<file path="config.mk">
export PLATFORM = sky130hd
export DESIGN_NAME = mc_ctrl
export DESIGN_NICKNAME = d
export VERILOG_FILES = /design/src/rtl/mc_ctrl.sv
export SDC_FILE = /design/constraint.sdc
export NUM_CORES = 1
export LEC_CHECK = 0
export ABC_AREA = 1
export BUFFER_PORTS_ARGS = -buffer_cell sky130_fd_sc_hd__buf_4
export CORE_MARGIN = 2
export CORE_UTILIZATION = 52
export CTS_BUF_LIST = sky130_fd_sc_hd__clkbuf_8
export CTS_CLUSTER_SIZE = 40
export DETAILED_ROUTE_END_ITERATION = 16
export PLACE_DENSITY = 0.86
export SETUP_SLACK_MARGIN = 0.5
export SYNTH_ARGS = -nofsm -noshare
export SYNTH_HDL_FRONTEND = slang
export SYNTH_SLANG_ARGS = --single-unit
</file>
<file path="constraint.sdc">
create_clock -name clk -period 1.9 [get_ports clk]
set_clock_uncertainty 0.1 [all_clocks]
set_input_delay 0.38 -clock clk [delete_from_list [all_inputs] [get_ports clk]]
set_output_delay 0.38 -clock clk [all_outputs]
set_load 0.02 [all_outputs]
</file>
<file path="src/rtl/mc_ctrl.sv">
// Multi-cycle main control FSM: sequences fetch/decode/execute/memory/writeback
// and drives the datapath enables, ALU operation and operand selects.
module mc_ctrl (
   input  logic       clk,
   input  logic       reset,
   input  logic [5:0] op,
   input  logic [5:0] funct,
   input  logic       zero,
   output logic       pc_write,
   output logic       ir_write,
   output logic       reg_write,
   output logic       mem_write,
   output logic       iord,
   output logic       alu_src_a,
   output logic [1:0] alu_src_b,
   output logic [2:0] aluop,
   output logic       ext_op,
   output logic       reg_dst,
   output logic       mem_to_reg,
   output logic [1:0] pc_source,
   output logic [3:0] state
);

   typedef enum logic [3:0] {
      FETCH    = 4'd0,
      DECODE   = 4'd1,
      MEM_ADDR = 4'd2,
      MEM_RD   = 4'd3,
      MEM_WB   = 4'd4,
      MEM_WR   = 4'd5,
      EXEC_R   = 4'd6,
      R_WB     = 4'd7,
      EXEC_I   = 4'd8,
      I_WB     = 4'd9,
      BRANCH   = 4'd10,
      JUMP     = 4'd11
   } state_t;

   localparam logic [5:0] OP_RTYPE = 6'h00;
   localparam logic [5:0] OP_J     = 6'h02;
   localparam logic [5:0] OP_BEQ   = 6'h04;
   localparam logic [5:0] OP_ADDIU = 6'h09;
   localparam logic [5:0] OP_ORI   = 6'h0D;
   localparam logic [5:0] OP_LUI   = 6'h0F;
   localparam logic [5:0] OP_LW    = 6'h23;
   localparam logic [5:0] OP_SW    = 6'h2B;

   localparam logic [5:0] FN_ADDU  = 6'h21;
   localparam logic [5:0] FN_SUBU  = 6'h23;
   localparam logic [5:0] FN_AND   = 6'h24;
   localparam logic [5:0] FN_OR    = 6'h25;
   localparam logic [5:0] FN_SLT   = 6'h2A;

   localparam logic [2:0] ALU_ADD  = 3'b000;
   localparam logic [2:0] ALU_SUB  = 3'b001;
   localparam logic [2:0] ALU_AND  = 3'b010;
   localparam logic [2:0] ALU_OR   = 3'b011;
   localparam logic [2:0] ALU_SLT  = 3'b100;
   localparam logic [2:0] ALU_LUI  = 3'b101;

   state_t     cur_state;
   logic [2:0] wb_aluop;
   logic       wb_ext_op;
   logic       is_store;
   logic       r_valid;
   logic [2:0] r_aluop;
   logic [2:0] i_aluop;

   always_comb begin
      r_valid = 1'b1;
      r_aluop = ALU_ADD;
      case (funct)
         FN_ADDU: r_aluop = ALU_ADD;
         FN_SUBU: r_aluop = ALU_SUB;
         FN_AND:  r_aluop = ALU_AND;
         FN_OR:   r_aluop = ALU_OR;
         FN_SLT:  r_aluop = ALU_SLT;
         default: r_valid = 1'b0;
      endcase
   end

   always_comb begin
      i_aluop = ALU_ADD;
      case (op)
         OP_ORI:  i_aluop = ALU_OR;
         OP_LUI:  i_aluop = ALU_LUI;
         default: i_aluop = ALU_ADD;
      endcase
   end

   // Writeback states repeat the execute-stage ALU setup, so it is captured
   // here; the load/store choice is also recorded so MEM_ADDR ignores op.
   always_ff @(posedge clk) begin
      if (reset) begin
         cur_state <= FETCH;
         wb_aluop  <= ALU_ADD;
         wb_ext_op <= 1'b0;
         is_store  <= 1'b0;
      end else begin
         case (cur_state)
            FETCH: cur_state <= DECODE;
            DECODE: begin
               is_store <= (op == OP_SW);
               case (op)
                  OP_LW, OP_SW:            cur_state <= MEM_ADDR;
                  OP_RTYPE:                cur_state <= r_valid ? EXEC_R : FETCH;
                  OP_ADDIU, OP_ORI, OP_LUI: cur_state <= EXEC_I;
                  OP_BEQ:                  cur_state <= BRANCH;
                  OP_J:                    cur_state <= JUMP;
                  default:                 cur_state <= FETCH;
               endcase
            end
            MEM_ADDR: cur_state <= is_store ? MEM_WR : MEM_RD;
            MEM_RD:   cur_state <= MEM_WB;
            EXEC_R: begin
               wb_aluop  <= r_aluop;
               cur_state <= R_WB;
            end
            EXEC_I: begin
               wb_aluop  <= i_aluop;
               wb_ext_op <= (op == OP_ADDIU);
               cur_state <= I_WB;
            end
            default: cur_state <= FETCH;
         endcase
      end
   end

   assign state = cur_state;

   // Moore decode; reset overrides everything so an abandoned instruction
   // can never write the PC, register file or memory.
   always_comb begin
      pc_write   = 1'b0;
      ir_write   = 1'b0;
      reg_write  = 1'b0;
      mem_write  = 1'b0;
      iord       = 1'b0;
      alu_src_a  = 1'b0;
      alu_src_b  = 2'd0;
      aluop      = ALU_ADD;
      ext_op     = 1'b0;
      reg_dst    = 1'b0;
      mem_to_reg = 1'b0;
      pc_source  = 2'd0;
      case (cur_state)
         FETCH: begin
            ir_write  = 1'b1;
            pc_write  = 1'b1;
            alu_src_b = 2'd1;
         end
         DECODE: begin
            alu_src_b = 2'd3;
            ext_op    = 1'b1;
         end
         MEM_ADDR: begin
            alu_src_a = 1'b1;
            alu_src_b = 2'd2;
            ext_op    = 1'b1;
         end
         MEM_RD: iord = 1'b1;
         MEM_WB: begin
            reg_write  = 1'b1;
            mem_to_reg = 1'b1;
         end
         MEM_WR: begin
            iord      = 1'b1;
            mem_write = 1'b1;
         end
         EXEC_R: begin
            alu_src_a = 1'b1;
            aluop     = r_aluop;
         end
         R_WB: begin
            reg_write = 1'b1;
            reg_dst   = 1'b1;
            aluop     = wb_aluop;
         end
         EXEC_I: begin
            alu_src_a = 1'b1;
            alu_src_b = 2'd2;
            aluop     = i_aluop;
            ext_op    = (op == OP_ADDIU);
         end
         I_WB: begin
            reg_write = 1'b1;
            aluop     = wb_aluop;
            ext_op    = wb_ext_op;
         end
         BRANCH: begin
            alu_src_a = 1'b1;
            aluop     = ALU_SUB;
            pc_source = 2'd1;
            pc_write  = zero;
         end
         JUMP: begin
            pc_source = 2'd2;
            pc_write  = 1'b1;
         end
         default: ;
      endcase
      if (reset) begin
         pc_write   = 1'b0;
         ir_write   = 1'b0;
         reg_write  = 1'b0;
         mem_write  = 1'b0;
         iord       = 1'b0;
         alu_src_a  = 1'b0;
         alu_src_b  = 2'd0;
         aluop      = ALU_ADD;
         ext_op     = 1'b0;
         reg_dst    = 1'b0;
         mem_to_reg = 1'b0;
         pc_source  = 2'd0;
      end
   end

endmodule

</file>
==> impl_metrics.csv, run 1 <==
group,metric,value,unit
clock_tree,clockRootBuffer,"clkbuf_8",
synth,yosys.area.top_type,"dfxtp_1",
synth,syn_avg_cell_area,5.592,µm²
clock_tree,cts_setup_buffers,12,
synth,syn_inst,145,
floorplan,fp-row-count,14,
floorplan,die_w,43.49,µm
clock_tree,clockBufferDepth,2,
clock_tree,ctsHoldBuffers,0,
clock_tree,cts_sinks,9,
outcome,outcome,"stopped before the end",
floorplan,die_h,43.49,µm
synth,synth.area.top_cells,"dfxtp_1 22%, nand2_1 13%, nor2_1 11%, inv_1 11%, nand3_1 8.0%",
synth,ys_seq_area_share,22.22,%
placement,dpl.hpwl,2144,µm
placement,port_buffers,34,
synth,syn_area,810.8,µm²
synth,yosys.area.top_type_share,22.22,%
synth,ys_warn_count,0,
placement,place_congestion,0.8316,
clock_tree,cts_resized,29,
outcome,error_line,"[ERROR DPL-0038] Utilization greater than 100%, impossible to legalize",
clock_tree,numCtsBuffers,3,
synth,synthesis.nets,160,
placement,dp_slack,0.06678,ns
placement,place_area,1270,µm²
clock_tree,h-tree-depth,1,
floorplan,initial_utilization,54.45,%
floorplan,ios,35,
synth,ys_seq_elements,9,
outcome,haltStage,"4_1_cts",
synth,synth.distinct_cells,20,
cell usage after synthesis:
master	instances
nand2_4	1
nand2_1	28
nor2_4	3
and3_1	1
a21oi_1	8
a31oi_1	4
nor2_1	24
nand2_2	1
inv_1	23
dfxtp_1	9
o21ai_1	4
nand4_1	4
inv_2	5
nand3_1	13
clkbuf_1	2
o21ai_0	3
nor2_2	7
o21ai_2	1
nor3_1	3
a211oi_1	1
stage by stage:
stage / instances / hold WS, ns
after detailed placement: 195 / 0.3835
after global placement: 195 / 0.3757
after floorplan: 145 / 0.3576
cell families after synthesis:
family | after synthesis | synth area share, %
compound gates | 21 | 14.35
buf+inv | 30 | 13.89
flops | 9 | 22.22
simple gates | 85 | 49.54
==> run 2, diff against run 1 <==
==> config.mk (replaced) <==
export PLATFORM = sky130hd
export DESIGN_NAME = mc_ctrl
export DESIGN_NICKNAME = d
export VERILOG_FILES = /design/src/rtl/mc_ctrl.sv
export SDC_FILE = /design/constraint.sdc
export NUM_CORES = 1
export LEC_CHECK = 0
export ABC_AREA = 1
export BUFFER_PORTS_ARGS = -buffer_cell sky130_fd_sc_hd__buf_4
export CORE_AREA = 2 2 63 65
export DETAILED_ROUTE_END_ITERATION = 16
export DIE_AREA = 0 0 65 67
export PLACE_DENSITY_LB_ADDON = 0.15
export SYNTH_ARGS = -nofsm -noshare
export SYNTH_HDL_FRONTEND = slang
export SYNTH_SLANG_ARGS = --single-unit
==> run 2 against run 1 <==
  * The flow now finishes, with violations (setup timing)
  * Synthesized cell count unchanged
  * Synthesized area is the same
==> impl_metrics.csv, run 2 <==
group,metric,value,unit
pwr,power_leakage,0.7029,nW
floorplan,die_w,65,µm
critical_path,worstPathArrival,1.43,ns
critical_path,cp_data_required_time,1.42,ns
routing,ant_nets,0,
sta,fmax,0.5226,GHz
pwr,pwr_density_cell,432.7,nW/µm²
synth,synth_common_cells,"28 x nand2_1, 24 x nor2_1, 23 x inv_1",
routing,routed_wl,2631,µm
synth,ys.flop_type,"dfxtp_1",
routing,via_per_inst,4.357,
sta,rsz0062_at_grt,"true",
sta,whs,0.3368,ns
run,drv_cap,0,
sta,post-route-period-util,100.7,%
synth,synth_edf_count,0,
floorplan,ios,35,
synth,yosysMostFrequentCell,"nand2_1",
layout,drive_gt1_share,42.35,%
layout,final_cell_mix,"48 x buf_4, 25 x nand2_1, 23 x nor2_1",
clock_tree,h-tree-depth,1,
outcome,outcome,"complete, but fails checks",
layout,largest_reg_flops,4,
clock_tree,clk_pin_slew,0.05,ns
clock_tree,clk_latency,0.24,ns
synth,synth.distinct_cells,20,
critical_path,critPathMaxFanout,5,
critical_path,rr_startpoint,"state[0]",
critical_path,worstSetupStartpoint,"state[3]",
routing,firstDrtPassIters,4,
critical_path,crit_end,"aluop[1]",
sta,worstMarginPinSlew,0.2893,ns
synth,synthArstFlopShare,0,%
placement,dpl.hpwl,2047,µm
layout,area_growth,65.28,%
layout,final_common_cell,"buf_4",
synth,yosys.area.top_type,"dfxtp_1",
synth,ys_warn_count,0,
layout,antenna_cells,0,
floorplan,fp-row-count,22,
min_path,hold_path_class,"input port to register",
critical_path,r2r_end,"wb_aluop[2]",
synth,synthesis.nets,160,
sta,setup_viol,3,
sta,slew-limit-headroom,80.56,%
global_route,grt_start_max_net_pins,22,
global_route,grt_pass1_wl,4243,µm
critical_path,cp-start-kind,"register",
critical_path,reg2regPathDepth,12,
critical_path,criticalPathCategory,"register to output port",
floorplan,die-area,4355,µm²
global_route,grt_overflow_total,0,
global_route,antenna_found_initial,0,
routing,wl_per_cell,10.78,µm
synth,yosys.area.top_type_share,22.22,%
synth,ys_seq_elements,9,
routing,drc,0,
layout,nets,212,
clock_tree,cts_sinks,9,
pwr,finalPower,0.5798,mW
sta,hold_viol,0,
sta,fin_setup_tns,-0.02332,ns
clock_tree,clockRootBuffer,"clkbuf_8",
sta,slew_violations,0,
routing,drt_iter0_drc,53,
sta,setup_ws,-0.01352,ns
floorplan,die_h,67,µm
synth,syn_area,810.8,µm²
clock_tree,clockBufferDepth,2,
routing,num_vias,1063,
outcome,failed_checks,"setup timing",
clock_tree,cts_tree,"yes",
synth,syn_avg_cell_area,5.592,µm²
critical_path,critPathCaptureType,"output port",
pwr,vdd_ir_drop_max,145.0,µV
clock_tree,ctsHoldBuffers,0,
placement,port_buffers,34,
synth,ys_seq_area_share,22.22,%
floorplan,core_area,3606,µm²
global_route,grt_pass1_vias,948,
synth,syn_inst,145,
placement,place_congestion,0.8193,
clock_tree,numCtsBuffers,3,
global_route,grt_usage,12.65,%
critical_path,reg2reg_slack,0.15,ns
sta,min_period,1.914,ns
synth,synth.area.top_cells,"dfxtp_1 22%, nand2_1 13%, nor2_1 11%, inv_1 11%, nand3_1 8.0%",
floorplan,initial_utilization,22.48,%
[run 2: cell counts after synthesis]
Identical to the previous run, type by type.
[run 2: layout make-up]
type,instances,area [µm²]
clock buffers,4,45.04
fillers,397,2266
repair buffers,49,371.6
inverters,28,107.6
flip-flops and latches,9,190.2
multi-input cells,106,565.5
well taps,48,60.06
[run 2: layer usage]
metal  wire length, µm  track usage (%)  up-vias
met5                 0                0        -
met1              1186            15.45      471
met3               125            1.858        4
li1                  -                -      560
met2              1267            21.91       28
met4                52            5.585        0
[run 2: power by group]
group	leakage [nW]	internal [mW]	total, mW	switching [mW]
Combinational	0.605	0.0633	0.149	0.0857
Sequential	0.0752	0.192	0.198	0.00620
Clock	0.0228	0.147	0.233	0.0858
Total	0.703	0.402	0.580	0.178
[run 2: worst max-delay path, stage by stage (launching register included)]
cell and delay, ns:
dfxtp_2 0.35, inv_2 0.06, nor2_4 0.16, nand2_4 0.09, nor2_4 0.10, inv_2 0.05
o21ai_2 0.14, o21ai_1 0.07, inv_1 0.07, buf_6 0.11
[run 2: timing repair]
action / in CTS / in global routing
pin swaps: 10 / 6
endpoints found under the setup margin: 9 / 10
buffers inserted: 9 / 2
gates resized for setup: 17 / 6
[run 2: how the worst min path moves through the flow]
stage | from | end | slack, ns | cells after the start
after floorplan | wb_ext_op | wb_ext_op | 0.36 | 2
final | op[3] | is_store | 0.34 | 3
after CTS | op[3] | is_store | 0.34 | 3
after detailed placement | wb_aluop[0] | wb_aluop[0] | 0.39 | 2
after global placement | wb_aluop[0] | wb_aluop[0] | 0.38 | 2
after global routing | op[3] | is_store | 0.37 | 3
[run 2: cells by family (layout without fill, tap and decap cells)]
logic type             after synthesis  count (layout)  synth area share (%)
AO/OA/AOI/OAI                       21              21                 14.35
flip-flops                           9               9                 22.22
buffers and inverters               30              81                 13.89
AND/OR/NAND/NOR                     85              85                 49.54
[run 2: per-stage QoR]
| stage | cells | setup slack, ns | instance area (µm²) | util (%) |
|---|---|---|---|---|
| after detailed placement | 229 | 0.008029 | 1149 | 31.85 |
| final | 244 | -0.01352 | 1340 | 37.16 |
| after global routing | 244 | -0.1183 | 1340 | 37.16 |
| after floorplan | 145 | 0.01795 | 810.8 | - |
| after global placement | 229 | 0.03909 | 1149 | 31.85 |
| after CTS | 242 | -0.06430 | 1303 | 36.12 |
(Power assumes the default switching activity.)
==> run 3, diff against run 2 <==
--- a/config.mk
+++ b/config.mk
@@ -10,7 +10,7 @@
 export CORE_AREA = 2 2 63 65
 export DETAILED_ROUTE_END_ITERATION = 16
 export DIE_AREA = 0 0 65 67
-export PLACE_DENSITY_LB_ADDON = 0.15
+export PLACE_DENSITY = 0.41
 export SYNTH_ARGS = -nofsm -noshare
 export SYNTH_HDL_FRONTEND = slang
 export SYNTH_SLANG_ARGS = --single-unit
==> run 3 against run 2 <==
  * The run still ends with setup timing left
  * Total power down 0.15%
  * Sequential share of layout area down 0.079 points
  * Design area up 0.56%
  * Largest power group unchanged
  * Highest routed layer unchanged
==> impl_metrics.csv, run 3 (same netlist as run 2, synthesis figures left out) <==
group,metric,value,unit
outcome,outcome,"complete, but fails checks",
outcome,failed_checks,"setup timing",
global_route,grt_overflow_total,0,
critical_path,critPathCaptureType,"output port",
sta,setup_viol,1,
placement,port_buffers,34,
critical_path,slowest_delay,0.36,ns
critical_path,critPathSlowestCell,"dfxtp_4",
layout,fill_cells,411,
pwr,pwr_density_cell,429.6,nW/µm²
critical_path,reg2reg_slack,0.47,ns
min_path,min_from,"op[3]",
clock_tree,clockRootBuffer,"clkbuf_8",
layout,antenna_cells,0,
critical_path,r2r_end,"state[0]",
sta,hold_viol,0,
critical_path,critPathMaxFanout,5,
critical_path,cp.depth,8,
clock_tree,cts_tree,"yes",
layout,nets,213,
clock_tree,clk_pin_slew,0.05,ns
critical_path,cpMostUsedCell,"nor2_4",
floorplan,core_area,3606,µm²
layout,drive_gt1_share,43.15,%
placement,place_congestion,0.8314,
run,drv_cap,0,
sta,slew_violations,0,
floorplan,die_h,67,µm
sta,fmax,0.5250,GHz
sta,slew-limit-headroom,80.83,%
critical_path,path_buf_inv,3,
critical_path,worstSetupStartpoint,"state[2]",
global_route,grt_usage,12.54,%
critical_path,cp_data_required_time,1.42,ns
routing,drt_iter0_drc,31,
sta,fin_setup_tns,-0.004662,ns
critical_path,cp_top_family,"simple AND/OR/NAND/NOR gates",
critical_path,path_cells,"nor2_4 > nand2_4 > nor2_4 > inv_2 > o21ai_2 > o21ai_1 > inv_1 > buf_6",
global_route,grt_pass1_wl,4236,µm
pwr,vdd_ir_drop_max,136.6,µV
placement,dpl.hpwl,2070,µm
pwr,power_leakage,0.7062,nW
sta,post-route-period-util,100.2,%
pwr,finalPower,0.5789,mW
clock_tree,h-tree-depth,1,
critical_path,criticalPathCategory,"register to output port",
critical_path,rr_startpoint,"state[0]",
floorplan,fp-row-count,22,
floorplan,ios,35,
sta,worstMarginPinSlew,0.2854,ns
critical_path,reg2regPathDepth,8,
routing,routed_wl,2614,µm
critical_path,crit_end,"aluop[1]",
clock_tree,cts_sinks,9,
sta,min_period,1.905,ns
floorplan,initial_utilization,22.48,%
critical_path,cp-start-kind,"register",
global_route,antenna_found_initial,0,
clock_tree,clockBufferDepth,2,
sta,setup_ws,-0.004662,ns
routing,num_vias,1051,
routing,drc,0,
routing,ant_nets,0,
global_route,grt_pass1_vias,1006,
layout,final_cell_mix,"49 x buf_4, 24 x nand2_1, 22 x nor2_1",
clock_tree,numCtsBuffers,3,
layout,final_common_cell,"buf_4",
min_path,hold_path_class,"input port to register",
sta,rsz0062_at_grt,"true",
global_route,grt_start_max_net_pins,22,
layout,area_growth,66.20,%
routing,via_per_inst,4.290,
layout,largest_reg_flops,4,
clock_tree,clk_latency,0.23,ns
routing,firstDrtPassIters,4,
routing,wl_per_cell,10.67,µm
floorplan,die_w,65,µm
sta,whs,0.3511,ns
critical_path,worstPathArrival,1.42,ns
floorplan,die-area,4355,µm²
run 3: area by class of cell:
type                            instances  area [µm²]  share of cell area, %
Multi-Input combinational cell        106       568.0                  42.15
Timing Repair Buffer                   50       379.1                  28.13
Sequential cell                         9       190.2                  14.11
Inverter                               28       105.1                  7.799
Tap cell                               48       60.06                  4.457
Clock buffer                            4       45.04                  3.343
run 3: stage by stage:
stage | utilization, % | setup slack (ns) | cells | cell area (µm²)
after floorplan | - | 0.01795 | 145 | 810.8
after global placement | 31.85 | 0.03175 | 229 | 1149
after detailed placement | 31.85 | -0.01080 | 229 | 1149
after CTS | 36.47 | -0.04001 | 242 | 1315
after global routing | 37.37 | -0.1183 | 245 | 1348
final | 37.37 | -0.004662 | 245 | 1348
run 3: where the power goes:
part	switching (mW)	internal, mW
logic	0.0863	0.0651
clock network	0.0847	0.147
registers	0.00517	0.190
run 3: how the worst min path moves through the flow:
stage	to	cells past startpoint
after floorplan	wb_ext_op	2
after CTS	is_store	3
after detailed placement	wb_ext_op	2
after global routing	is_store	3
final	is_store	3
after global placement	wb_ext_op	2
run 3: layer usage:
metal  vias to the layer above  routed length (µm)  global-route usage (%)
met4                         0                  44                   5.585
met5                         -                   0                       0
met3                         4                 119                   1.689
met1                       455                1245                   14.63
met2                        28                1205                   22.68
li1                        564                   -                       -
run 3: worst register-to-register path, stage by stage, from the launching register on:
cell     delay, ns
dfxtp_2       0.37
inv_2         0.07
nand2_4       0.10
nor2_4        0.06
buf_4         0.14
nor2_4        0.14
inv_2         0.06
nor3_1        0.21
nor2_1        0.06
run 3: repair_timing:
action | 4_1_cts | 5_1_grt
setup endpoints to repair | 9 | 9
hold buffers | 0 | 0
buffers inserted | 9 | 3
gates resized for setup | 19 | 5
hold endpoints to repair | 0 | 0
pin swaps | 8 | 7
